==> config.mk <==
export PLATFORM = sky130hd
export DESIGN_NAME = nibble_serial_adder
export DESIGN_NICKNAME = d
export VERILOG_FILES = /design/src/rtl/nibble_adder_pkg.sv /design/src/rtl/top_4bit.sv /design/src/rtl/nibble_serial_adder.sv
export SDC_FILE = /design/constraint.sdc
export NUM_CORES = 1
export LEC_CHECK = 0
export BUFFER_PORTS_ARGS = -buffer_cell sky130_fd_sc_hd__clkbuf_2
export CAP_MARGIN = 20
export CORE_UTILIZATION = 50
export CTS_CLUSTER_DIAMETER = 100
export CTS_CLUSTER_SIZE = 25
export DETAILED_ROUTE_END_ITERATION = 7
export PLACE_DENSITY = 0.72
export SLEW_MARGIN = 20
export SYNTH_ARGS = -nofsm -noshare
export SYNTH_HDL_FRONTEND = slang
export SYNTH_HIERARCHICAL = 1
export SYNTH_SLANG_ARGS = --single-unit
==> constraint.sdc <==
create_clock -name clk -period 3.94 [get_ports clk]
set_input_delay 0.788 -clock clk [delete_from_list [all_inputs] [get_ports clk]]
set_output_delay 0.788 -clock clk [all_outputs]
set_load 0.005 [all_outputs]
==> src/rtl/nibble_adder_pkg.sv <==
// ============================================================================
// Module : nibble_adder_pkg
// Brief  : Shared state encoding and nibble width for the serial adder.
// Rev    : 1.0 - initial release
// ============================================================================
`default_nettype none

package nibble_adder_pkg;

  localparam int c_nibble_w = 4;

  typedef enum logic [1:0] {
    IDLE = 2'b00,
    RUN  = 2'b01,
    DONE = 2'b10
  } state_t;

endpackage

`default_nettype wire

==> src/rtl/top_4bit.sv <==
// ============================================================================
// Module : top_4bit
// Brief  : 4-bit ripple-carry adder; also exposes the carry into bit 3.
// Rev    : 1.0 - initial release
// ============================================================================
`default_nettype none

module top_4bit
  import nibble_adder_pkg::*;
(
  input  logic [c_nibble_w-1:0] a,
  input  logic [c_nibble_w-1:0] b,
  input  logic                  cin,
  output logic [c_nibble_w-1:0] sum,
  output logic                  cout,
  output logic                  c_msb
);

  logic [c_nibble_w:0] w_c;

  assign w_c[0] = cin;

  for (genvar i = 0; i < c_nibble_w; i++) begin : g_bit
    assign sum[i]   = a[i] ^ b[i] ^ w_c[i];
    assign w_c[i+1] = (a[i] & b[i]) | (w_c[i] & (a[i] ^ b[i]));
  end

  assign cout  = w_c[c_nibble_w];
  assign c_msb = w_c[c_nibble_w-1];

endmodule

`default_nettype wire

==> src/rtl/nibble_serial_adder.sv <==
// ============================================================================
// Module : nibble_serial_adder
// Brief  : WIDTH-bit adder computed one nibble per cycle through top_4bit.
// Rev    : 1.0 - initial release
// ============================================================================
`default_nettype none

module nibble_serial_adder
  import nibble_adder_pkg::*;
#(
  parameter int WIDTH = 16
) (
  input  logic             clk,
  input  logic             rst_n,
  input  logic             in_valid,
  output logic             in_ready,
  input  logic [WIDTH-1:0] a,
  input  logic [WIDTH-1:0] b,
  input  logic             cin,
  output logic             out_valid,
  input  logic             out_ready,
  output logic [WIDTH-1:0] sum,
  output logic             cout,
  output logic             ovf,
  output logic             busy
);

  localparam int NSTEP = WIDTH / c_nibble_w;
  localparam int IDX_W = $clog2(NSTEP);
  localparam logic [IDX_W-1:0] c_last_idx = IDX_W'(NSTEP - 1);

  state_t                  r_state;
  state_t                  w_state_next;
  logic [WIDTH-1:0]        r_a;
  logic [WIDTH-1:0]        r_b;
  logic [WIDTH-1:0]        r_acc;
  logic [WIDTH-1:0]        w_acc_next;
  logic [IDX_W-1:0]        r_idx;
  logic                    r_carry;
  logic [WIDTH-1:0]        r_sum;
  logic                    r_cout;
  logic                    r_ovf;
  logic [c_nibble_w-1:0]   w_a_nib;
  logic [c_nibble_w-1:0]   w_b_nib;
  logic [c_nibble_w-1:0]   w_nib_sum;
  logic                    w_nib_cout;
  logic                    w_nib_cmsb;
  logic                    w_accept;
  logic                    w_last;

  assign w_accept = (r_state == IDLE) && in_valid;
  assign w_last   = (r_state == RUN) && (r_idx == c_last_idx);

  assign w_a_nib = r_a[r_idx*c_nibble_w +: c_nibble_w];
  assign w_b_nib = r_b[r_idx*c_nibble_w +: c_nibble_w];

  top_4bit u_add (
    .a     (w_a_nib),
    .b     (w_b_nib),
    .cin   (r_carry),
    .sum   (w_nib_sum),
    .cout  (w_nib_cout),
    .c_msb (w_nib_cmsb)
  );

  always_ff @(posedge clk or negedge rst_n) begin
    if (!rst_n) begin
      r_state <= IDLE;
    end else begin
      r_state <= w_state_next;
    end
  end

  always_comb begin
    w_state_next = r_state;
    case (r_state)
      IDLE:    if (in_valid)  w_state_next = RUN;
      RUN:     if (w_last)    w_state_next = DONE;
      DONE:    if (out_ready) w_state_next = IDLE;
      default:                w_state_next = IDLE;
    endcase
  end

  always_comb begin
    w_acc_next = r_acc;
    w_acc_next[r_idx*c_nibble_w +: c_nibble_w] = w_nib_sum;
  end

  // Partial sums build up in r_acc so the visible sum only changes on DONE entry.
  always_ff @(posedge clk or negedge rst_n) begin
    if (!rst_n) begin
      r_a     <= '0;
      r_b     <= '0;
      r_acc   <= '0;
      r_idx   <= '0;
      r_carry <= 1'b0;
      r_sum   <= '0;
      r_cout  <= 1'b0;
      r_ovf   <= 1'b0;
    end else if (w_accept) begin
      r_a     <= a;
      r_b     <= b;
      r_carry <= cin;
      r_idx   <= '0;
    end else if (r_state == RUN) begin
      r_acc   <= w_acc_next;
      r_carry <= w_nib_cout;
      if (w_last) begin
        r_sum  <= w_acc_next;
        r_cout <= w_nib_cout;
        r_ovf  <= w_nib_cmsb ^ w_nib_cout;
      end else begin
        r_idx <= r_idx + 1'b1;
      end
    end
  end

  assign in_ready  = (r_state == IDLE);
  assign busy      = (r_state != IDLE);
  assign out_valid = (r_state == DONE);
  assign sum       = r_sum;
  assign cout      = r_cout;
  assign ovf       = r_ovf;

endmodule

`default_nettype wire

== Yosys cells after proc, flatten, opt, wreduce, memory -nomap -nowiden ==
Cells that the tools add are included.
W data, S select, Z words.
Word-level totals
  bits in registers: 71
  word-level logic and storage cells: 63
Cells by class
  $add $sub $neg: 2
  equality and inequality tests: 7
  shifts and indexed selects: 4
  mux-type cells: 10
  bitwise operators: 22
  reductions and logical operators: 9
Operator list (number)
  $neg A4 Y34: 1
  $shift A4 B34 Y16 const A: 1
  $shiftx A4 B34 Y16: 1
  $shiftx A16 B5 Y4: 2
  $bwmux W16: 1
  $mux W2: 6
  $xor A1 B1 Y1: 9
  $and A1 B1 Y1: 8
  $ne A2 B2 Y1 const B: 3
  $pmux W2 S3: 1
  $reduce_and A3 Y1: 2
  $eq A2 B2 Y1 const B: 2
  $or A1 B1 Y1: 4
  $reduce_and A2 Y1: 2
  $reduce_bool A2 Y1: 2
  $add A2 B1 Y2 const B: 1
  $eq A2 B1 Y1 const B: 1
  $logic_and A1 B1 Y1: 2
  $logic_not A2 Y1: 1
  $mux W1: 2
  $ne A2 B1 Y1 const B: 1
  $not A1 Y1: 1

== Logic depth before layout (Yosys ltp) ==
Gate-level depths: netlist of run 1.
  depth after elaboration: 12
  gate-level depth with buffers: 10
  depth with buffers taken out: 9

== Hierarchy ==
The synthesis of run 1 kept the hierarchy.
By module, submodules not included
  nibble_serial_adder: times used 1, cells each 246, area each 3286.9 µm², sequential area each 1776.7 µm²
  top_4bit: times used 1, cells each 12, area each 110.1 µm², sequential area each 0.0 µm²

== Worst setup path before layout of run 1 ==
OpenSTA, ideal clock, no wires.
  path kind: register to register
  from: reg r_idx[0]
  to: reg r_sum[7], in the netlist sum[7]
  library setup time: 0.082 ns
  data arrival time: 2.837 ns
  required time: 3.858 ns
  slack: 1.021 ns
  cell stages (with the launch flop): 11
  path buffers: 1
  period minus slack after synthesis: 2.919 ns
  path through: dfrtp_1 -> buf_4 -> mux4_2 -> fa_1 -> inv_1 -> fa_1 -> fa_1 -> inv_1 -> fa_1 -> nand4_1 -> a31oi_1
On the way
  cells in the longest elaborated chain, start to end: 11
RTL lines
  from (decl): line nibble_serial_adder.sv:38  | logic [IDX_W-1:0] r_idx;
  from (signal assigned): line nibble_serial_adder.sv:113  | r_idx <= r_idx + 1'b1;
  $shiftx A16 B5 Y4 (*): line nibble_serial_adder.sv:54  | assign w_a_nib = r_a[r_idx*c_nibble_w +: c_nibble_w];
  net w_a_nib[0]: line nibble_serial_adder.sv:43  | logic [c_nibble_w-1:0] w_a_nib;
  $xor A1 B1 Y1: line top_4bit.sv:25  | assign w_c[i+1] = (a[i] & b[i]) | (w_c[i] & (a[i] ^ b[i]));
  $and A1 B1 Y1: line top_4bit.sv:25
  $or A1 B1 Y1 (*): line top_4bit.sv:25
  $and A1 B1 Y1 (*): line top_4bit.sv:25
  $or A1 B1 Y1 (*): line top_4bit.sv:25
  $and A1 B1 Y1 (*): line top_4bit.sv:25
  $or A1 B1 Y1 (*): line top_4bit.sv:25
  net w_nib_cmsb: line nibble_serial_adder.sv:47  | logic w_nib_cmsb;
  $xor A1 B1 Y1 (*): line top_4bit.sv:24  | assign sum[i] = a[i] ^ b[i] ^ w_c[i];
  net w_nib_sum[3]: line nibble_serial_adder.sv:45  | logic [c_nibble_w-1:0] w_nib_sum;
  $shiftx A4 B34 Y16 (*): line nibble_serial_adder.sv:86  | w_acc_next[r_idx*c_nibble_w +: c_nibble_w] = w_nib_sum;
  $bwmux W16 (*): line nibble_serial_adder.sv:86
  to (signal assigned): line nibble_serial_adder.sv:109  | r_sum <= w_acc_next;
  to (decl): line nibble_serial_adder.sv:40  | logic [WIDTH-1:0] r_sum;
The timed path passes the listed nets; every way through them passes the cells marked *.
A chain may end at the register's enable or synchronous reset.

== Final worst setup path of run 1 ==
  from: reg r_idx[1]
  to: reg r_sum[7], in the netlist sum[7]
The elaborated chain is that of the path after synthesis.

==> results.cfg, run 1 <==
[outcome]
status = complete, but fails checks
violations = design-rule violations

[route]
vias_per_cell = 5.46
wire_per_inst_um = 16.2
drc = 2
postRouteAntennaNets = 0
dr_total_vias = 2156
drt_pass1_iterations = 6
drt-total-wl_um = 6400
drt_iter0_drc = 106

[synthesis]
syn-num-nets = 305
synth_top_cell_area_share_pct = 52.3
syn_inst = 258
async_flop_share_pct = 100
ys_seq_area_share_pct = 52.3
netlist_area_sq_mm = 0.00340
ys_ff_latch = 71
synthFlopType = dfrtp_1
yosysTopAreaCell = dfrtp_1
synth_cell_types = 36
ys_top_cells_by_area = dfrtp_1, mux2_2, mux4_2, a32o_1, fa_1
yosys_warnings = 6
synth_edf_count = 0
syn_area_per_cell_sq_um = 13.2

[floorplanning]
num_rows = 29
die_w_um = 84.4
initial_core_util_pct = 52.6
core_area_sq_mm = 0.00646
die_h_um = 84.4
io-pin-count = 58
die-area_sq_mm = 0.00713

[placement]
gp_congestion = 0.792
hpwl_um = 4470
placed_area_sq_mm = 0.00368
numPortBuffers = 57

[grt]
globalRouteTotalUtil_pct = 20.1
first_global_vias = 2152
grt_pass1_wl_um = 10900
grt_antenna_before_repair = 0
grt-ovfl-total = 0
grt_max_degree = 44

[worst_setup_path]
crit_required_ns = 4.21
crit_type = reg -> reg
start_kind = flop
crit_arrival_ns = 3.31
cp_max_fo = 13
crit_path_end_kind = flop

[sta]
finalMaxSlewViolations = 0
clock.fmax_ghz = 0.329
slew_headroom_pct = 53.5
hold_viol_final = 0
setup_viol = 0
fin_crit_sh_pct = 77.2
rsz0062_at_grt = no
setup_tns_ns = 0
fin_crit_ns = 3.04
skew_ns = 0.00958
tightestPinTransition_ns = 0.697

[clocking]
cts.sinks = 71
clk_latency_ns = 0.35
cts.repair.resized = 0
postCtsSetupBuffers = 0
clk_path_buf_depth = 2
clk_root_buffer_cell = clkbuf_8
htree_levels = 3
cts_tree = done
cts_made_buffers = 9
holdBufCountCts = 0
clkTransAtPathRegs_ns = 0.07

[job]
drv_cap = 0

[worst_hold_path]
hold_class = in -> async

[final_layout]
n_fill_cell = 533
num_antenna_cells = 0
register_area_sq_mm = 0.00178
areaGrowthSynthToFinish_pct = 15.2
fin_area_sq_mm = 0.00391
multi_input_area_sq_mm = 0.00145
layout.nets = 360
drive_above_1_share_pct = 38.7

[pwr]
static-leakage-power_nw = 1.80
power.density_mw_per_mm2 = 971
ir_worst_vdd_uv = 570
power by group:
| group | total, mW | switching [mW] | leakage [nW] | internal, mW |
|---|---|---|---|---|
| registers | 1.30 | 0.225 | 0.884 | 1.07 |
| clock network | 0.661 | 0.272 | 0.112 | 0.390 |
| logic | 1.84 | 1.01 | 0.807 | 0.829 |
| total | 3.80 | 1.51 | 1.80 | 2.29 |
metrics by stage:
stage / utilization, % / hold slack [ns] / power, mW / setup WS, ns / std cells
CTS: 60.6 / 0.476 / 3.83 / 0.887 / 395
global placement: 57.0 / 0.467 / 3.11 / 1.02 / 379
detailed placement: 57.0 / 0.473 / 3.16 / 0.936 / 379
floorplan: - / 0.458 / 2.66 / 1.02 / 258
finish: 60.6 / 0.462 / 3.80 / 0.897 / 395
global route: 60.6 / 0.503 / 4.08 / 0.713 / 395
logic make-up after synthesis:
family / synth area share [%]
adders and majority gates: 4.57
muxes: 18.3
xor gates and xnor gates: 0.516
DFF: 52.3
and+or+nand+nor: 9.80
buffers and inverters: 5.34
AOI/OAI and AO/OA: 9.17
cells in the mapped netlist, drive strengths merged (4+ instances only):
master and count:
dfrtp 71, mux2 33, a32o 16, nor2 16, buf 14, inv 13, a21oi 11, nand2 9
mux4 8, mux2i 7, nor2b 7, ha 6, o21ai 6, and2b 5, a31oi 4, fa 4
nand2b 4, nand4 4
layout make-up:
cell class / count / area share [%]
inverters: 13 / 1.25
multi-input cells: 157 / 36.9
flip-flops and latches: 71 / 45.4
repair buffers: 61 / 8.06
well taps: 77 / 2.46
clock buffers: 11 / 3.87
clock inverters: 5 / 2.05
metal layers:
| layer | up-vias | global-route usage [%] | wire length [um] |
|---|---|---|---|
| met4 | 0 | 10.0 | 111 |
| met2 | 51 | 31.4 | 3080 |
| met3 | 10 | 4.72 | 262 |
| met5 | - | 0 | 0 |
| li1 | 1040 | - | - |
| met1 | 1055 | 26.8 | 2940 |
sequential cells by signal (all words and copies together), names as in the netlist:
| signal | flops |
|---|---|
| r_state | 2 |
| r_acc | 16 |
| cout | 1 |
| ovf | 1 |
| r_a | 16 |
| r_b | 16 |
| sum | 16 |
| r_carry | 1 |
| r_idx | 2 |
cell usage in the layout, fill, tap and decap left out, drive strengths merged, types with 2 or more instances in the layout:
| master | netlist | layout |
|---|---|---|
| dfrtp | 71 | 71 |
| clkbuf | 3 | 67 |
| mux2 | 33 | 33 |
| nor2 | 16 | 16 |
| a32o | 16 | 16 |
| inv | 13 | 13 |
| a21oi | 11 | 11 |
| nand2 | 9 | 9 |
| mux4 | 8 | 8 |
| nor2b | 7 | 7 |
| mux2i | 7 | 7 |
| ha | 6 | 6 |
| o21ai | 6 | 6 |
| and2b | 5 | 5 |
| buf | 14 | 5 |
| nand4 | 4 | 4 |
| nand2b | 4 | 4 |
| a31oi | 4 | 4 |
| fa | 4 | 4 |
| nor3b | 3 | 3 |
| xnor2 | 2 | 2 |
| and3b | 2 | 2 |
| a32oi | 2 | 2 |
| a21o | 2 | 2 |
| clkinvlp | 0 | 2 |
| bufinv | 0 | 2 |
| and4bb | 2 | 2 |
worst paths after layout:
kind | startpoint | to | slack [ns] | cells past startpoint
worst min register to register | r_acc[0]$_DFFE_PN0P_ | r_acc[0]$_DFFE_PN0P_ | 0.49 | 1
max in group asynchronous | rst_n | r_b[5]$_DFFE_PN0P_ | 2.47 | 2
worst max register to register | r_idx[1]$_DFFE_PN0P_ | sum[7]$_DFFE_PN0P_ | 0.90 | 9
worst min-delay path | rst_n | sum[12]$_DFFE_PN0P_ | 0.46 | 1
min in group clk | r_acc[0]$_DFFE_PN0P_ | r_acc[0]$_DFFE_PN0P_ | 0.49 | 1
worst max-delay path | r_idx[1]$_DFFE_PN0P_ | sum[7]$_DFFE_PN0P_ | 0.90 | 9
critical path, cell delays in order (launching register included):
cell,delay [ns]
dfrtp_1,0.69
mux4_2,0.41
fa_1,0.42
inv_1,0.07
fa_1,0.18
fa_1,0.18
inv_1,0.07
fa_1,0.65
nand4_1,0.13
a31oi_1,0.18
No activity file was read; power rests on OpenSTA's default activity.
==> run 2: changes to the inputs <==
Settings changed: ABC_AREA set to 1, PLACE_DENSITY 0.72 to 0.75.
Clock period 3.94 ns to 2.5 ns, I/O delays scaled along.
==> run 2 against run 1 <==
  * Setup slack got worse by 1.2 ns
  * Design area increased by 7.9%
  * Flip-flop and latch count unchanged
  * The flow finishes with violations (negative setup slack)
  * Cell count increased by 51%
  * Highest routed layer unchanged
  * Register-to-register slack got worse by 1.2 ns
  * Clock-buffer cell count decreased by 1
==> results.cfg, run 2 <==
[floorplanning]
num_rows = 29
die_h_um = 85.1
io-pin-count = 58
initial_core_util_pct = 53.1
core_area_sq_mm = 0.00649
die_w_um = 85.1
die-area_sq_mm = 0.00724

[sta]
slew_headroom_pct = 67.6
fin_crit_ns = 2.78
finalMaxSlewViolations = 0
rsz0062_at_grt = yes
fin_crit_sh_pct = 111
hold_viol_final = 0
setup_viol = 17
clock.fmax_ghz = 0.359
fin_ws_ns = -0.285
skew_ns = 0.00783
tightestPinTransition_ns = 0.485
whs_ns = 0.168

[synthesis]
synthMuxAreaShare_pct = 0
synth_top_family_by_area = simple AND/OR/NAND/NOR gates
async_flop_share_pct = 100
synth_cell_types = 23
syn_area_per_cell_sq_um = 7.85
synth_top_cell_area_share_pct = 51.5
ys_ff_latch = 71
synthSimpleGateAreaFrac_pct = 32.8
ys_seq_area_share_pct = 51.5
synth_edf_count = 0
yosysTopAreaCell = dfrtp_1
netlist_area_sq_mm = 0.00345
synth_adder_area_share_pct = 4.49
yosys_warnings = 6
synth_common_cells = nand2_1, dfrtp_1, nor2_1
synth_compound_area_share_pct = 4.46
syn-num-nets = 487
syn_inst = 440
yosysMostFrequentCell = nand2_1
synthFlopType = dfrtp_1
synth_xor_area_share_pct = 0.254
ys_top_cells_by_area = dfrtp_1, nand2_1, nor2_1, fa_1, o21ai_0

[worst_setup_path]
worst_path_most_repeated_cell = nand2_2
cp_max_fo = 6
crit_family = adder cells
ff2ff_path_depth = 15
crit_type = reg -> reg
worst-path-stages = 15
start_kind = flop
cpMaxStageDelayCell = dfrtp_2
path_buf_inv = 4
crit_arrival_ns = 3.02
crit_required_ns = 2.74
crit_path_end_kind = flop
worstPathCellList = buf_4 > buf_4 > o21ai_0 > o22ai_1 > inv_1 > fa_2 > fa_2 > inv_2 > fa_1 > nand2_2 > nor2_2 > nand2_1 > nand2_2 > nand2_2 > nand2_2
slowest_delay_ns = 0.47

[final_layout]
areaGrowthSynthToFinish_pct = 22.3
layout.nets = 561
layout_commonest_cell = nand2_1
drive_above_1_share_pct = 26.3
n_fill_cell = 555
num_antenna_cells = 0
final_cell_mix = nand2_1, dfrtp_1, clkbuf_2
fin_area_sq_mm = 0.00422

[route]
drt_iter0_drc = 197
drc = 0
drt-total-wl_um = 7670
dr_total_vias = 2964
vias_per_cell = 4.98
postRouteAntennaNets = 0
drt_pass1_iterations = 5
wire_per_inst_um = 12.9

[placement]
placed_area_sq_mm = 0.00384
gp_congestion = 0.917
numPortBuffers = 57
hpwl_um = 5290

[outcome]
violations = negative setup slack
status = complete, but fails checks

[clocking]
clk_root_buffer_cell = clkbuf_8
cts.sinks = 71
cts_made_buffers = 9
clk_latency_ns = 0.35
cts_tree = done
holdBufCountCts = 0
htree_levels = 3
clkTransAtPathRegs_ns = 0.07
clk_path_buf_depth = 2

[grt]
first_global_vias = 2972
grt_pass1_wl_um = 13300
globalRouteTotalUtil_pct = 23.4
grt-ovfl-total = 0
grt_antenna_before_repair = 0
grt_max_degree = 72

[pwr]
static-leakage-power_nw = 2.41
power.density_mw_per_mm2 = 1410
ir_worst_vdd_uv = 705

[worst_hold_path]
hold_class = in -> async

[job]
drv_cap = 0
## run 2: cell types whose count changed in the layout (fill, tap and decap cells not counted), moves of 7 or more
cell,change
nor2b_1,-7
a32o_1,-16
mux2i_1,-7
nand2_1,+227
o21ai_0,+8
mux2_2,-33
buf_4,+12
o22ai_1,+7
nand2_2,+10
mux4_2,-8
a21oi_1,-11
## run 2: worst paths after layout
| kind | startpoint | to | slack [ns] |
|---|---|---|---|
| setup / recovery | r_idx[0]$_DFFE_PN0P_ | sum[15]$_DFFE_PN0P_ | -0.28 |
| hold / removal | rst_n | sum[3]$_DFFE_PN0P_ | 0.17 |
| setup reg to reg | r_idx[0]$_DFFE_PN0P_ | sum[15]$_DFFE_PN0P_ | -0.28 |
| hold reg to reg | sum[14]$_DFFE_PN0P_ | sum[14]$_DFFE_PN0P_ | 0.48 |
| max in group asynchronous | rst_n | r_idx[0]$_DFFE_PN0P_ | 2.03 |
| min in group clk | b[15] | r_b[15]$_DFFE_PN0P_ | 0.34 |
## run 2: worst reg2reg max path, stage by stage (launching register included)
cell	delay (ns)
dfrtp_2	0.47
buf_4	0.15
buf_4	0.13
o21ai_0	0.11
o22ai_1	0.16
inv_1	0.08
fa_2	0.36
fa_2	0.35
inv_2	0.07
fa_1	0.43
nand2_2	0.10
nor2_2	0.04
nand2_1	0.07
nand2_2	0.06
nand2_2	0.06
nand2_2	0.05
## run 2: area by class of cell
cell class	count	area, sq um	share of cell area (%)
Multi-Input combinational cell	326	1570	37.2
Tap cell	77	96.3	2.28
Inverter	27	113	2.67
Sequential cell	71	1780	42.1
Clock buffer	10	128	3.02
Clock inverter	5	50.0	1.19
Timing Repair Buffer	79	485	11.5
## run 2: kinds of logic (layout without fill, tap and decap cells)
family                     after synthesis  after routing
buffers and inverters                   43            121
AOI/OAI and AO/OA                       28             28
xor gates and xnor gates                 1              1
adders and majority gates               10             10
and+or+nand+nor                        287            287
DFF                                     71             71
## run 2: metal layers
layer | GRT usage, % | up-vias | wire [um]
met5 | 0 | - | 0
li1 | - | 1505 | -
met4 | 11.4 | 0 | 145
met2 | 37.2 | 66 | 3760
met1 | 31.4 | 1380 | 3460
met3 | 4.09 | 13 | 308
## run 2: power breakdown
group          leakage [nW]  internal [mW]  switching [mW]
registers             0.925           1.61           0.335
logic                  1.39           1.31            1.84
clock network        0.0957          0.448           0.406
## run 2: what timing repair did
| action | 4_1_cts | 5_1_grt |
|---|---|---|
| gates resized for setup | 17 | 29 |
| setup endpoints to repair | 18 | 22 |
| pin swaps | 4 | 6 |
| setup buffers | 7 | 4 |
## run 2: through the flow
stage	setup slack, ns	utilization, %	setup TNS, ns	cells	power (mW)
5_1_grt	-0.496	65.0	-6.24	595	6.48
4_1_cts	-0.253	63.5	-1.99	594	5.76
3_3_place_gp	-0.232	59.2	-1.71	572	4.45
2_1_floorplan	-0.310	-	-2.45	440	3.79
6_report	-0.285	65.0	-2.77	595	5.94
3_5_place_dp	-0.373	59.2	-3.62	572	4.54
